## config.mk

```make
export PLATFORM = sky130hd
export DESIGN_NAME = backlight_pwm
export DESIGN_NICKNAME = d
export VERILOG_FILES = /design/src/rtl/backlight_pkg.sv /design/src/rtl/backlight_pwm_channel.sv /design/src/rtl/backlight_pwm.sv
export SDC_FILE = /design/constraint.sdc
export NUM_CORES = 1
export LEC_CHECK = 0
export ABC_AREA = 1
export BUFFER_PORTS_ARGS = -buffer_cell sky130_fd_sc_hd__buf_2
export CORE_ASPECT_RATIO = 0.9
export CORE_MARGIN = 1
export CORE_UTILIZATION = 40
export DETAILED_ROUTE_END_ITERATION = 10
export GPL_TIMING_DRIVEN = 0
export MAX_ROUTING_LAYER = met4
export SLEW_MARGIN = 10
export SYNTH_ARGS = -nofsm -noshare
export SYNTH_HDL_FRONTEND = slang
export SYNTH_SLANG_ARGS = --single-unit
```

## constraint.sdc

```tcl
create_clock -name clock -period 2.7 [get_ports clock]
set_clock_uncertainty 0.1 [all_clocks]
set_input_delay 0.27 -clock clock [delete_from_list [all_inputs] [get_ports clock]]
set_output_delay 0.27 -clock clock [all_outputs]
set_load 0.05 [all_outputs]
```

## src/rtl/backlight_pkg.sv

```systemverilog
// backlight_pkg
//   Definitions shared by the backlight control stage and the backlight PWM
//   generator: default channel count and duty width, plus the per-period duty
//   slew rule.
package backlight_pkg;

    localparam int unsigned PWM_WIDTH_DEFAULT    = 12;
    localparam int unsigned PWM_CHANNELS_DEFAULT = 3;

    // Moves applied duty one slew step toward target. It never passes the
    // target. A step of 0 jumps straight to the target. Callers zero-extend
    // duties narrower than 32 bits, so the differences below cannot wrap.
    function automatic logic [31:0] slew_step(
        input logic [31:0] applied,
        input logic [31:0] target,
        input logic [31:0] step
    );
        logic [31:0] diff;
        if (step == '0) begin
            return target;
        end
        if (target > applied) begin
            diff = target - applied;
            return (diff > step) ? applied + step : target;
        end
        diff = applied - target;
        return (diff > step) ? applied - step : target;
    endfunction

endpackage

```

## src/rtl/backlight_pwm_channel.sv

```systemverilog
// backlight_pwm_channel
//   One PWM channel. It holds the captured target and the applied duty, and it
//   drives the registered compare output.
//   Ports:
//     clock, reset_n : system clock and asynchronous active-low reset
//     enable         : global output enable; while low, applied duty is held at 0
//     wrap           : period wrap strobe from the shared period counter
//     count          : shared period counter value
//     load, value    : target capture strobe and target duty
//     pwm_out        : registered PWM output
//     ramping        : high while applied duty differs from target
module backlight_pwm_channel
    import backlight_pkg::*;
#(
    parameter int unsigned PWM_WIDTH = PWM_WIDTH_DEFAULT,
    parameter int unsigned SLEW_STEP = 16
) (
    input  logic                 clock,
    input  logic                 reset_n,
    input  logic                 enable,
    input  logic                 wrap,
    input  logic [PWM_WIDTH-1:0] count,
    input  logic                 load,
    input  logic [PWM_WIDTH-1:0] value,
    output logic                 pwm_out,
    output logic                 ramping
);

    logic [PWM_WIDTH-1:0] target_q, target_d;
    logic [PWM_WIDTH-1:0] applied_q, applied_d;
    logic                 pwm_out_q, pwm_out_d;

    always_comb begin
        target_d  = target_q;
        applied_d = applied_q;
        pwm_out_d = 1'b0;

        if (load) begin
            target_d = value;
        end

        // Slew reads target_q. A load in the wrap cycle therefore first takes
        // effect at the following wrap.
        if (!enable) begin
            applied_d = '0;
        end else if (wrap) begin
            applied_d = PWM_WIDTH'(slew_step(32'(applied_q), 32'(target_q), SLEW_STEP));
        end

        pwm_out_d = enable && (count < applied_q);
    end

    always_ff @(posedge clock or negedge reset_n) begin
        if (!reset_n) begin
            target_q  <= '0;
            applied_q <= '0;
            pwm_out_q <= 1'b0;
        end else begin
            target_q  <= target_d;
            applied_q <= applied_d;
            pwm_out_q <= pwm_out_d;
        end
    end

    assign pwm_out = pwm_out_q;
    assign ramping = (applied_q != target_q);

endmodule

```

## src/rtl/backlight_pwm.sv

```systemverilog
// backlight_pwm
//   Multi-channel backlight PWM generator. A shared prescaler and period counter
//   keep every channel phase-aligned. Each channel slews its applied duty toward
//   a captured target at period boundaries.
//   Ports:
//     clock, reset_n : system clock and asynchronous active-low reset
//     enable         : global output enable; while low, counters and duty are held at 0
//     pwm_load       : per-channel target capture strobes
//     pwm_value      : per-channel targets; channel k at [k*PWM_WIDTH +: PWM_WIDTH]
//     pwm_out        : registered PWM outputs
//     period_start   : one-cycle pulse in the cycle after each period wrap
//     ramping        : per-channel flag, high while applied duty differs from target
module backlight_pwm
    import backlight_pkg::*;
#(
    parameter int unsigned PWM_CHANNELS = PWM_CHANNELS_DEFAULT,
    parameter int unsigned PWM_WIDTH    = PWM_WIDTH_DEFAULT,
    parameter int unsigned PRESCALE     = 4,
    parameter int unsigned SLEW_STEP    = 16
) (
    input  logic                              clock,
    input  logic                              reset_n,
    input  logic                              enable,
    input  logic [PWM_CHANNELS-1:0]           pwm_load,
    input  logic [PWM_CHANNELS*PWM_WIDTH-1:0] pwm_value,
    output logic [PWM_CHANNELS-1:0]           pwm_out,
    output logic                              period_start,
    output logic [PWM_CHANNELS-1:0]           ramping
);

    localparam int unsigned MAX_COUNT = (2 ** PWM_WIDTH) - 1;
    localparam int unsigned PS_W      = (PRESCALE > 1) ? $clog2(PRESCALE) : 1;

    localparam logic [PS_W-1:0]      PS_LAST  = PS_W'(PRESCALE - 1);
    localparam logic [PWM_WIDTH-1:0] CNT_LAST = PWM_WIDTH'(MAX_COUNT - 1);

    logic [PS_W-1:0]      presc_q, presc_d;
    logic [PWM_WIDTH-1:0] count_q, count_d;
    logic                 period_start_q, period_start_d;
    logic                 tick;
    logic                 wrap;

    always_comb begin
        presc_d        = presc_q;
        count_d        = count_q;
        period_start_d = 1'b0;

        tick = (presc_q == PS_LAST);
        wrap = enable && tick && (count_q == CNT_LAST);

        // Holding both counters at 0 while disabled makes the first wrap after
        // enable rises land exactly one full period later.
        if (!enable) begin
            presc_d = '0;
            count_d = '0;
        end else if (tick) begin
            presc_d = '0;
            count_d = wrap ? '0 : count_q + 1'b1;
        end else begin
            presc_d = presc_q + 1'b1;
        end

        period_start_d = wrap;
    end

    always_ff @(posedge clock or negedge reset_n) begin
        if (!reset_n) begin
            presc_q        <= '0;
            count_q        <= '0;
            period_start_q <= 1'b0;
        end else begin
            presc_q        <= presc_d;
            count_q        <= count_d;
            period_start_q <= period_start_d;
        end
    end

    assign period_start = period_start_q;

    for (genvar k = 0; k < PWM_CHANNELS; k++) begin : g_channel
        backlight_pwm_channel #(
            .PWM_WIDTH (PWM_WIDTH),
            .SLEW_STEP (SLEW_STEP)
        ) u_channel (
            .clock   (clock),
            .reset_n (reset_n),
            .enable  (enable),
            .wrap    (wrap),
            .count   (count_q),
            .load    (pwm_load[k]),
            .value   (pwm_value[k*PWM_WIDTH +: PWM_WIDTH]),
            .pwm_out (pwm_out[k]),
            .ramping (ramping[k])
        );
    end

endmodule
```

==> flow_metrics.py <==
metrics = {
    "power": {
        "pwr-share-clk": 0.297,
        "ir_drop_uv": 286.2,
        "internal_power_mw": 2.768,
        "leakagePower_nw": 7.208,
        "swShare": 0.3900,
        "switchingPower_mw": 1.770,
        "power.share.combinational": 0.376,
        "p_per_area_nw_per_um2": 339.9,
        "sequentialPowerShare": 0.327,
        "total_power_mw": 4.538,
    },
    "finish": {
        "fin_cells": 2199,
        "area_growth_pct": 26.03,
        "fin_nets": 2004,
        "layout-drive-gt1-share": 0.2486,
        "final_area_um2": 13350,
    },
    "yosys": {
        "yosys.area.top_type": "dfrtp_1",
        "synth_xor_xnor_area_share": 0.03472,
        "yosysMostFrequentCell": "nand2_1",
        "yosysWarnings": 0,
        "synth_common_cells": "nand2_1 (574), inv_1 (285), nand3_1 (203)",
        "syn-num-nets": 1861,
        "synth_seq_cells": 90,
        "synth_ff_type": "dfrtp_1",
        "yosys-top-cells-area": "dfrtp_1 (21%), nand2_1 (20%), ha_1 (13%)",
        "yosys.area_share.simple": 0.4230,
        "synth_compound_gate_area_share": 0.06046,
        "syn_area_um2": 10600,
        "synth_top_area_share": 0.2126,
        "syn_area_per_cell_um2": 6.225,
        "synth.distinct_cells": 40,
        "synth_top_family_by_area": "simple AND/OR/NAND/NOR gates",
        "async_flop_share": 1.000,
        "yosysSeqAreaShare": 0.2126,
        "synthMuxAreaShare": 0,
        "synthCells": 1702,
        "synth_adder_area_share": 0.1403,
        "synth-edff-count": 0,
    },
    "cts": {
        "insertion_delay_ns": 0.36,
        "cts_sinks": 90,
        "htree_levels": 3,
        "tritoncts": "yes",
        "cts_buffer_depth": 2,
        "root_buffer": "clkbuf_16",
        "cts_buffers": 9,
        "path_clk_slew_ns": 0.07,
    },
    "detailed_routing": {
        "initialDrtViolationCount": 728,
        "route.detailed.drc": 0,
        "postRouteAntennaNets": 0,
        "vias": 11054,
        "drtPass1Iterations": 6,
        "avgViaCountPerCell": 5.027,
        "detail_route.wl_per_cell_um": 14.85,
        "totalWireLength_um": 32650,
    },
    "global_routing": {
        "overflow": 0,
        "grt_use_total": 0.2429,
        "grt_max_degree": 49,
        "antenna_found_initial": 2,
        "grt_pass1_wl_um": 50920,
        "grt_pass1_vias": 9904,
    },
    "run_status": {
        "status": "completed",
    },
    "sta": {
        "setup-tns-final_ns": 0,
        "finalSetupViolCount": 0,
        "finalCritPeriodShare": 0.9822,
        "drv_slew": 0,
        "max_freq_mhz": 377.1,
        "hold_viol_final": 0,
        "rsz0062_at_grt": "true",
        "worst_slew_pin_slew_ns": 0.6944,
        "period_minus_slack_ns": 2.652,
        "slew_headroom": 0.5371,
        "setup_ws_ns": 0.04810,
    },
    "placement": {
        "io_buffers": 48,
        "dp.cells": 2099,
        "gp_congestion": 0.9590,
        "dpl_worst_slack_ns": -0.5656,
        "placed_area_um2": 11300,
        "dp_hpwl_um": 25360,
    },
    "setup_path": {
        "critPathKind": "register to register",
        "crit_path_end_kind": "register",
        "crit_path_start_kind": "register",
        "arrival_ns": 2.81,
        "required_ns": 2.85,
        "crit_path_max_fanout": 5,
    },
    "floorplan": {
        "start_util": 0.4065,
        "design.core.area_um2": 26070,
        "pin_count": 49,
        "die_w_um": 173.6,
        "die_h_um": 156.4,
        "design.die.area_um2": 27140,
        "num_rows": 56,
    },
    "flow_run": {
        "cap_violations": 0,
    },
    "hold_path": {
        "hold_path_class": "primary input to register",
    },
}
==> timing repair <==
| item | in CTS | in global routing |
|---|---|---|
| gates resized for setup | 85 | 229 |
| hold buffers | 1 | 0 |
| gates cloned | 0 | 2 |
| setup buffers | 14 | 69 |
| setup endpoints to repair | 39 | 38 |
| endpoints found under the hold margin | 47 | 0 |
| pin swaps | 5 | 61 |
==> flip-flops by register name (all words and copies together) (netlist names) <==
register	flops
count_q	12
presc_q	2
period_start	1
g_channel.u_channel.applied_q	36
g_channel.u_channel.target_q	36
g_channel.u_channel.pwm_out	3
==> metrics by stage <==
| step | util | hold slack, ns |
|---|---|---|
| after floorplan | - | -0.1256 |
| after global placement | 0.4324 | 0.3220 |
| after detailed placement | 0.4336 | 0.2605 |
| after CTS | 0.4615 | 0.004624 |
| after global routing | 0.5123 | 0.02157 |
| final | 0.5123 | 0.01217 |
==> per-layer routing <==
metal	global-route usage	routed length, um	vias up	share of wire
met4	0.05352	530	0	0.016
met3	0.02915	1435	40	0.044
met1	0.3372	16140	5097	0.49
met5	-	0	-	0
met2	0.3767	14540	257	0.45
li1	-	-	5660	-
==> placed cells by master, fill, tap and decap left out, types with 16 or more instances in the layout <==
master	count
inv_1	242
nand2_1	515
buf_4	90
ha_4	26
dfrtp_2	16
dfrtp_1	74
nand3_2	25
nor3_1	16
buf_2	49
nor2_1	62
xor2_1	37
inv_2	43
nor2_4	26
nand2_4	26
nand2_2	58
a21oi_1	42
nor2_2	19
nand4_1	53
nand3_1	176
ha_1	84
buf_6	16
o21ai_0	51
==> critical path: stages, from the launching register on <==
cell,delay (ns)
dfrtp_1,0.38
inv_2,0.06
ha_4,0.17
fa_2,0.56
nand3_2,0.06
nor2_2,0.10
nand3_1,0.09
nand2_2,0.12
nand2_1,0.06
inv_1,0.05
nand2_1,0.05
nor2_2,0.15
nand2_4,0.12
nand2_8,0.12
buf_8,0.15
nand3_2,0.08
nand3_2,0.06
nand2_1,0.05
==> cell families (layout without fill, tap and decap cells) <==
family	Yosys count	after routing
XOR/XNOR	42	42
buffers and inverters	339	487
flip-flops	90	90
adder cells (fa/ha/maj)	117	117
AO/OA/AOI/OAI	119	119
other	0	1
AND/OR/NAND/NOR	995	995
==> path summary, 6_finish.rpt <==
| kind | startpoint | end | slack, ns | cells after the start |
|---|---|---|---|---|
| max | g_channel[1].u_channel.target_q[0] | g_channel[1].u_channel.applied_q[11] | 0.05 | 17 |
| min reg2reg | presc_q[0] | presc_q[0] | 0.33 | 1 |
| max in group asynchronous | reset_n | g_channel[1].u_channel.applied_q[5] | 1.40 | 3 |
| min in group asynchronous | reset_n | g_channel[0].u_channel.target_q[10] | 0.38 | 2 |
| max reg2reg | g_channel[1].u_channel.target_q[0] | g_channel[1].u_channel.applied_q[11] | 0.05 | 17 |
| min | pwm_value[10] | g_channel[0].u_channel.target_q[10] | 0.01 | 3 |
==> power by group through the flow <==
stage          Sequential (mW)  Combinational [mW]  Clock (mW)
2_1_floorplan             1.47               0.988           0
3_3_place_gp              1.49                1.32           0
3_5_place_dp              1.49                1.34           0
4_1_cts                   1.48                1.43        1.37
5_1_grt                   1.49                1.90        1.43
6_report                  1.48                1.71        1.35
==> layout make-up <==
cell class                 instances  area, um2
buffer                            36      300.3
timing repair buffer             135      960.9
antenna                            1      2.502
fill                            2674      12710
inverter                         300       1166
sequential                        90       2272
clock inverter                     6      75.07
multi-input combinational       1273       7911
clock buffer                      10      229.0
tap                              348      435.4
No activity file was read; power rests on OpenSTA's default activity.
